### src/rtl/reg_dump_reader_if.sv
// rtl/reg_dump_reader_if.sv - control, register-file read port and dump stream of reg_dump_reader
interface reg_dump_reader_if;
    logic        start;
    logic        abort;
    logic [4:0]  rd_addr;
    logic [31:0] rd_data;
    logic        dump_valid;
    logic        dump_ready;
    logic [4:0]  dump_addr;
    logic [31:0] dump_data;
    logic        dump_last;
    logic        busy;
    logic        done;

    modport master (
        input  start, abort, rd_data, dump_ready,
        output rd_addr, dump_valid, dump_addr, dump_data, dump_last, busy, done
    );

    modport slave (
        output start, abort, rd_data, dump_ready,
        input  rd_addr, dump_valid, dump_addr, dump_data, dump_last, busy, done
    );
endinterface

### src/rtl/reg_dump_reader.sv
// rtl/reg_dump_reader.sv - streams register-file words START_REG..END_REG out, one word per READ/SEND pair
module reg_dump_reader #(
    parameter int unsigned START_REG = 0,
    parameter int unsigned END_REG   = 31
) (
    input  logic               clock,
    input  logic               rst,
    reg_dump_reader_if.master  bus
);
    localparam logic [4:0] START_IDX = 5'(START_REG);
    localparam logic [4:0] END_IDX   = 5'(END_REG);

    typedef enum logic [1:0] {IDLE, READ, SEND} state_t;

    state_t      state_q, state_d;
    logic [4:0]  ptr_q, ptr_d;
    logic [4:0]  addr_q, addr_d;
    logic [31:0] data_q, data_d;
    logic        valid_q, valid_d;
    logic        last_q, last_d;
    logic        done_q, done_d;

    always_comb begin
        state_d = state_q;
        ptr_d   = ptr_q;
        addr_d  = addr_q;
        data_d  = data_q;
        valid_d = valid_q;
        last_d  = last_q;
        done_d  = 1'b0;
        case (state_q)
            IDLE: begin
                if (bus.start && !bus.abort) begin
                    ptr_d   = START_IDX;
                    state_d = READ;
                end
            end
            READ: begin
                if (bus.abort) begin
                    valid_d = 1'b0;
                    last_d  = 1'b0;
                    state_d = IDLE;
                end else begin
                    // Snapshot taken here: a same-edge register write is not seen.
                    data_d  = bus.rd_data;
                    addr_d  = ptr_q;
                    last_d  = (ptr_q == END_IDX);
                    valid_d = 1'b1;
                    state_d = SEND;
                end
            end
            SEND: begin
                if (bus.abort) begin
                    valid_d = 1'b0;
                    last_d  = 1'b0;
                    state_d = IDLE;
                end else if (bus.dump_ready) begin
                    valid_d = 1'b0;
                    if (last_q) begin
                        last_d  = 1'b0;
                        done_d  = 1'b1;
                        state_d = IDLE;
                    end else begin
                        ptr_d   = ptr_q + 5'd1;
                        state_d = READ;
                    end
                end
            end
            default: begin
                valid_d = 1'b0;
                last_d  = 1'b0;
                state_d = IDLE;
            end
        endcase
    end

    always_ff @(posedge clock or posedge rst) begin
        if (rst) begin
            state_q <= IDLE;
            ptr_q   <= START_IDX;
            addr_q  <= 5'd0;
            data_q  <= 32'd0;
            valid_q <= 1'b0;
            last_q  <= 1'b0;
            done_q  <= 1'b0;
        end else begin
            state_q <= state_d;
            ptr_q   <= ptr_d;
            addr_q  <= addr_d;
            data_q  <= data_d;
            valid_q <= valid_d;
            last_q  <= last_d;
            done_q  <= done_d;
        end
    end

    assign bus.rd_addr    = ptr_q;
    assign bus.dump_valid = valid_q;
    assign bus.dump_addr  = addr_q;
    assign bus.dump_data  = data_q;
    assign bus.dump_last  = last_q;
    assign bus.busy       = (state_q != IDLE);
    assign bus.done       = done_q;
endmodule

### src/flat_wrapper.sv
// flat-port wrapper written by rule: the top's interface ports become plain ports
module reg_dump_reader_flat 
#(
    parameter int unsigned START_REG = 0,
    parameter int unsigned END_REG   = 31
)
  (clock, rst, bus_start, bus_abort, bus_rd_data, bus_dump_ready, bus_rd_addr, bus_dump_valid, bus_dump_addr, bus_dump_data, bus_dump_last, bus_busy, bus_done);
  reg_dump_reader_if bus_i ();
  input  logic clock;
  input  logic rst;
  input wire logic [$bits(bus_i.start)-1:0] bus_start;
  input wire logic [$bits(bus_i.abort)-1:0] bus_abort;
  input wire logic [$bits(bus_i.rd_data)-1:0] bus_rd_data;
  input wire logic [$bits(bus_i.dump_ready)-1:0] bus_dump_ready;
  output wire logic [$bits(bus_i.rd_addr)-1:0] bus_rd_addr;
  output wire logic [$bits(bus_i.dump_valid)-1:0] bus_dump_valid;
  output wire logic [$bits(bus_i.dump_addr)-1:0] bus_dump_addr;
  output wire logic [$bits(bus_i.dump_data)-1:0] bus_dump_data;
  output wire logic [$bits(bus_i.dump_last)-1:0] bus_dump_last;
  output wire logic [$bits(bus_i.busy)-1:0] bus_busy;
  output wire logic [$bits(bus_i.done)-1:0] bus_done;
  assign bus_i.start = bus_start;
  assign bus_i.abort = bus_abort;
  assign bus_i.rd_data = bus_rd_data;
  assign bus_i.dump_ready = bus_dump_ready;
  assign bus_rd_addr = bus_i.rd_addr;
  assign bus_dump_valid = bus_i.dump_valid;
  assign bus_dump_addr = bus_i.dump_addr;
  assign bus_dump_data = bus_i.dump_data;
  assign bus_dump_last = bus_i.dump_last;
  assign bus_busy = bus_i.busy;
  assign bus_done = bus_i.done;
  reg_dump_reader #(.START_REG(START_REG), .END_REG(END_REG)) u_core (.clock(clock), .rst(rst), .bus(bus_i));
endmodule
### config.mk
export PLATFORM = sky130hd
export DESIGN_NAME = reg_dump_reader_flat
export DESIGN_NICKNAME = d
export VERILOG_FILES = /design/src/rtl/reg_dump_reader_if.sv /design/src/rtl/reg_dump_reader.sv /design/src/flat_wrapper.sv
export SDC_FILE = /design/constraint.sdc
export NUM_CORES = 1
export LEC_CHECK = 0
export CAP_MARGIN = 20
export CORE_MARGIN = 4
export CORE_UTILIZATION = 55
export DETAILED_ROUTE_END_ITERATION = 7
export DONT_BUFFER_PORTS = 1
export PLACE_DENSITY = 0.77
export SLEW_MARGIN = 25
export SYNTH_ARGS = -nofsm -noshare
export SYNTH_HDL_FRONTEND = slang
export SYNTH_SLANG_ARGS = --single-unit
### constraint.sdc
create_clock -name clock -period 3.3 [get_ports clock]
set_clock_uncertainty 0.2 [all_clocks]
set_input_delay 0.825 -clock clock [delete_from_list [all_inputs] [get_ports clock]]
set_output_delay 0.825 -clock clock [all_outputs]
set_load 0.02 [all_outputs]
==> results.ini, run 1 <==
[logic_synthesis]
ys_warn_count=0
synth_common_cells=dfrtp_1, mux2_2, mux2_4
synth.net_count=164
synthFlopType=dfrtp_1
yosysMostFrequentCell=dfrtp_1
syn_area_mm2=0.001922
synth_edf_count=0
synth_top_area_share_pct=61.20
yosysTopAreaCell=dfrtp_1
ys_async_sr_fraction_pct=100.0
synth.ff_latch_count=47
synthCells=125
synth.top_cells.by_area=dfrtp_1, mux2_2, mux2_4
synth.avg_cell_area_um2=15.37
synth_cell_type_count=28
synth_seq_area_share_pct=61.20

[power]
ir_worst_vdd_v=0.0004901
p_total_uw=1449
p_per_area_mw_per_mm2=707.6
p_leak_uw=0.0009252

[routing]
drc=0
wl_mm=3.487
ant_nets=0
vias=989
vias_per_cell=5.651
first_iter_violations=48
firstDrtPassIters=4
routedWlPerCell_um=19.93

[sta]
hold_viol=0
period_share_pct=67.11
fin_tns_setup_ns=0
fin_crit_ns=2.215
timing.slew.headroom_pct=49.28
hold_slack_ns=0.2598
tightest_slew_ns=0.7599
setup_viol=0
maxSlewViolCount=0
rsz0062_at_grt=no
fmax_mhz=451.5

[cts]
ctsHoldBuffers=0
htreeDepth=2
cts.clk_slew.worst_paths_ns=0.13
tritoncts=built
cts_buffer_depth=2
cts_buffers=5
cts_sinks=47
post_cts.repair.setup_buffers=0
clockRootBuffer=clkbuf_4
clk_latency_ns=0.34
cts_resized=0

[floorplanning]
start_util_pct=57.14
ios=83
die_y_um=67.11
die_area_mm2=0.004504
die_w_um=67.11
core_mm2=0.003363
num_rows=21

[layout]
nNetsFinal=168
post-route-cell-area_mm2=0.002048
n_antenna_cell=0
syn_to_final_growth_pct=6.575
fill_cells=277
final_util_pct=60.90
drive_gt1_share_pct=41.09

[setup_path]
worstPathArrival_ns=1.19
crit_end=bus_busy
startpoint=u_core.state_q[1]$_DFFE_PP0P_
crit_fanout=9
endpoint_kind=primary output
r2r_end=u_core.bus.dump_data[24]$_DFFE_PP0P_
cp.depth=1
r2r-start=u_core.state_q[1]$_DFFE_PP0P_
regToRegSetupSlack_ns=1.20
crit_slowest_cell=dfrtp_1
critPathRequiredTime_ns=2.27
cp_top_family=flip-flops
path_cells=or2_2
crit_buf_inv=0
rr_worst_depth=4
startpoint_type=flop
critPathKind=flop to primary output
critical-path-max-stage-delay_ns=0.48

[run]
drv_cap=0

[global_routing]
grt-ovfl-total=0
grt_pass1_wl_mm=5.513
grt.total_usage_pct=16.53
grt_pass1_vias=1135
antenna_found_initial=0
grt_max_degree=48

[placement]
place_area_mm2=0.001972
port_buffers=0
place_congestion=0.6995
hpwlAfterDp_mm=2.530

[worst_hold_path]
hold_path_class=input pin to async pin

[status]
outcome=completed

## sequential cells by signal, indices dropped and copies added, names as in the netlist
register,count
u_core.bus.done,1
u_core.bus.dump_addr,5
u_core.bus.dump_data,32
u_core.bus.dump_last,1
u_core.bus.dump_valid,1
u_core.bus.rd_addr,5
u_core.state_q,2
## cells in the final DEF (no fill, tap or decap), types with 2 or more instances in the layout
master	netlist	layout
a22o_1	2	2
and3_1	2	2
clkbuf_4	0	5
dfrtp_1	47	47
ha_1	2	2
inv_1	5	4
mux2_2	29	29
mux2_4	8	8
mux2i_1	2	2
nand2_1	2	2
nand2b_1	5	5
o21ai_0	2	2
## metal layers
metal / routed length [µm] / GRT usage, % / vias to the layer above
li1: - / - / 445
met1: 1316 / 19.87 / 489
met2: 1760 / 26.01 / 48
met3: 368 / 7.420 / 7
met4: 42 / 6.329 / 0
met5: 0 / 0 / -
## report_power, final
part	total (µW)	switching (µW)	internal, µW
clock network	324	169	155
logic	180	61.0	119
registers	945	246	699
## metrics by stage
step / instances / setup slack (ns)
3_5_place_dp: 168 / 1.053
3_3_place_gp: 168 / 1.118
6_report: 175 / 1.085
2_1_floorplan: 125 / 1.159
5_1_grt: 175 / 1.012
4_1_cts: 175 / 1.059
## area by class of cell
class                      count  area [µm²]  share of cell area (%)
timing repair buffer           1       20.02                  0.9774
clock buffer                   5       37.54                   1.833
inverter                       5       20.02                  0.9774
multi-input combinational     69       699.4                   34.15
clock inverter                 2       37.54                   1.833
tap                           46       57.56                   2.810
sequential                    47        1176                   57.42
## cell families (layout without fill, tap and decap cells)
family / after synthesis / in the layout / synth area share [%]
flops: 47 / 47 / 61.20
mux: 39 / 39 / 24.28
simple gates: 19 / 19 / 6.901
compound gates: 9 / 9 / 3.646
buf+inv: 9 / 13 / 2.669
fa+ha+maj: 2 / 2 / 1.302
## worst min-delay path by stage
stage                                                end  slack (ns)
global placement       u_core.bus.rd_addr[2]$_DFFE_PP0P_        0.41
global route        u_core.bus.dump_data[17]$_DFFE_PP0P_        0.29
CTS                        u_core.state_q[1]$_DFFE_PP0P_        0.31
floorplan              u_core.bus.rd_addr[2]$_DFFE_PP0P_        0.36
detailed placement     u_core.bus.rd_addr[2]$_DFFE_PP0P_        0.43
finish              u_core.bus.dump_data[17]$_DFFE_PP0P_        0.26
No activity file was read; power rests on OpenSTA's default activity.
==> inputs of run 2 (changes only) <==
--- a/config.mk
+++ b/config.mk
@@ -10,7 +10,7 @@
 export CORE_UTILIZATION = 55
 export DETAILED_ROUTE_END_ITERATION = 7
 export DONT_BUFFER_PORTS = 1
-export PLACE_DENSITY = 0.77
+export PLACE_DENSITY = 0.8
 export SLEW_MARGIN = 25
 export SYNTH_ARGS = -nofsm -noshare
 export SYNTH_HDL_FRONTEND = slang
==> constraint.sdc (replaced) <==
create_clock -name clock -period 1.95 [get_ports clock]
set_clock_uncertainty 0.2 [all_clocks]
set_input_delay 0.4875 -clock clock [delete_from_list [all_inputs] [get_ports clock]]
set_output_delay 0.4875 -clock clock [all_outputs]
set_load 0.02 [all_outputs]
==> results.ini, run 2 (same netlist as run 1, synthesis figures left out) <==
[setup_path]
r2r_end=u_core.bus.rd_addr[3]$_DFFE_PP0P_
crit_fanout=9
critPathKind=flop to primary output
rr_worst_depth=4
path_cells=or2_2
r2r-start=u_core.state_q[0]$_DFFE_PP0P_
endpoint_kind=primary output
critical-path-max-stage-delay_ns=0.47
startpoint_type=flop
cp_top_family=flip-flops
crit_slowest_cell=dfrtp_2
critPathRequiredTime_ns=1.26
regToRegSetupSlack_ns=0.17
crit_buf_inv=0
worstPathArrival_ns=1.19

[placement]
place_area_mm2=0.002014
hpwlAfterDp_mm=2.614
port_buffers=0
place_inst=172
place_congestion=0.7220

[floorplanning]
ios=83
num_rows=21
start_util_pct=57.14
die_w_um=67.11
die_area_mm2=0.004504
core_mm2=0.003363
die_y_um=67.11

[routing]
firstDrtPassIters=4
routedWlPerCell_um=19.07
ant_nets=0
drc=0
vias=1038
wl_mm=3.489
vias_per_cell=5.672
first_iter_violations=48

[power]
p_per_area_mw_per_mm2=1175
ir_worst_vdd_v=0.0006989
p_leak_uw=0.0009662

[global_routing]
grt_pass1_wl_mm=5.699
antenna_found_initial=0
grt_max_degree=26
grt.total_usage_pct=17.47
grt_pass1_vias=1158
grt-ovfl-total=0

[layout]
nNetsFinal=175
seqCellArea_mm2=0.001179
largest_reg_flops=32
multi_input_area_um2=699.4
final_common_cell=dfrtp_1
drive_gt1_share_pct=44.53
syn_to_final_growth_pct=10.74
post-route-cell-area_mm2=0.002128
n_antenna_cell=0
fill_cells=287
fin_cells=183
final_cell_mix=dfrtp_1, mux2_2, mux2_4, nand2b_1, clkbuf_4

[sta]
maxSlewViolCount=0
fin_crit_ns=1.873
timing.slew.headroom_pct=68.32
period_share_pct=96.04
hold_slack_ns=0.06107
fin_tns_setup_ns=0
rsz0062_at_grt=no
tightest_slew_ns=0.4745
setup_viol=0
hold_viol=0
fmax_mhz=534.0

[cts]
htreeDepth=2
clk_latency_ns=0.36
cts_sinks=47
clockRootBuffer=clkbuf_4
cts.clk_slew.worst_paths_ns=0.14
tritoncts=built
cts_buffers=5
cts_buffer_depth=2

[status]
outcome=completed

[worst_hold_path]
hold_path_class=input pin to flop
hold_start=bus_rd_data[31]
hold_end=u_core.bus.dump_data[31]$_DFFE_PP0P_
hold_depth=1

[run]
drv_cap=0

run 2: layout make-up:
class | instances | area share, %
flip-flops and latches | 47 | 55.38
multi-input cells | 69 | 32.86
repair buffers | 8 | 4.233
well taps | 46 | 2.704
clock inverters | 3 | 2.175
clock buffers | 5 | 1.764
inverters | 5 | 0.8818
run 2: metal layers:
metal	track usage (%)	vias up	routed length (µm)	share of wire, %
met1	21.87	513	1388	40
met2	25.77	54	1627	47
met3	7.757	8	399	11
met4	8.354	0	74	2.1
li1	-	463	-	-
met5	0	-	0	0
run 2: power breakdown:
part	switching [µW]	internal, µW	leakage [µW]
Sequential	406	1180	0.000581
Combinational	111	215	0.000344
Clock	311	274	0.0000418
run 2: metrics by stage:
step / setup slack, ns / util, % / power, µW
finish: 0.07731 / 63.28 / 2501
CTS: 0.02638 / 62.98 / 2542
detailed placement: 0.2288 / 59.90 / 1944
floorplan: 0.1464 / - / 1845
global placement: 0.2757 / 59.90 / 1918
global route: 0.01522 / 63.28 / 2650
run 2: how the worst max path moves through the flow:
stage                                        from                                    to  cells after the start
finish              u_core.state_q[1]$_DFFE_PP0P_                              bus_busy                      1
global route        u_core.state_q[1]$_DFFE_PP0P_                              bus_busy                      1
floorplan                                     rst             u_core.bus.done$_DFF_PP0_                      1
detailed placement  u_core.state_q[1]$_DFFE_PP0P_  u_core.bus.dump_data[29]$_DFFE_PP0P_                      4
CTS                 u_core.state_q[0]$_DFFE_PP0P_                              bus_busy                      1
global placement    u_core.state_q[1]$_DFFE_PP0P_   u_core.bus.dump_addr[1]$_DFFE_PP0P_                      4
run 2: timing repair:
action	4_1_cts	5_1_grt
hold buffers	2	0
endpoints found under the setup margin	0	1
endpoints found under the hold margin	23	0
buffers inserted	0	1
resized for setup	0	2
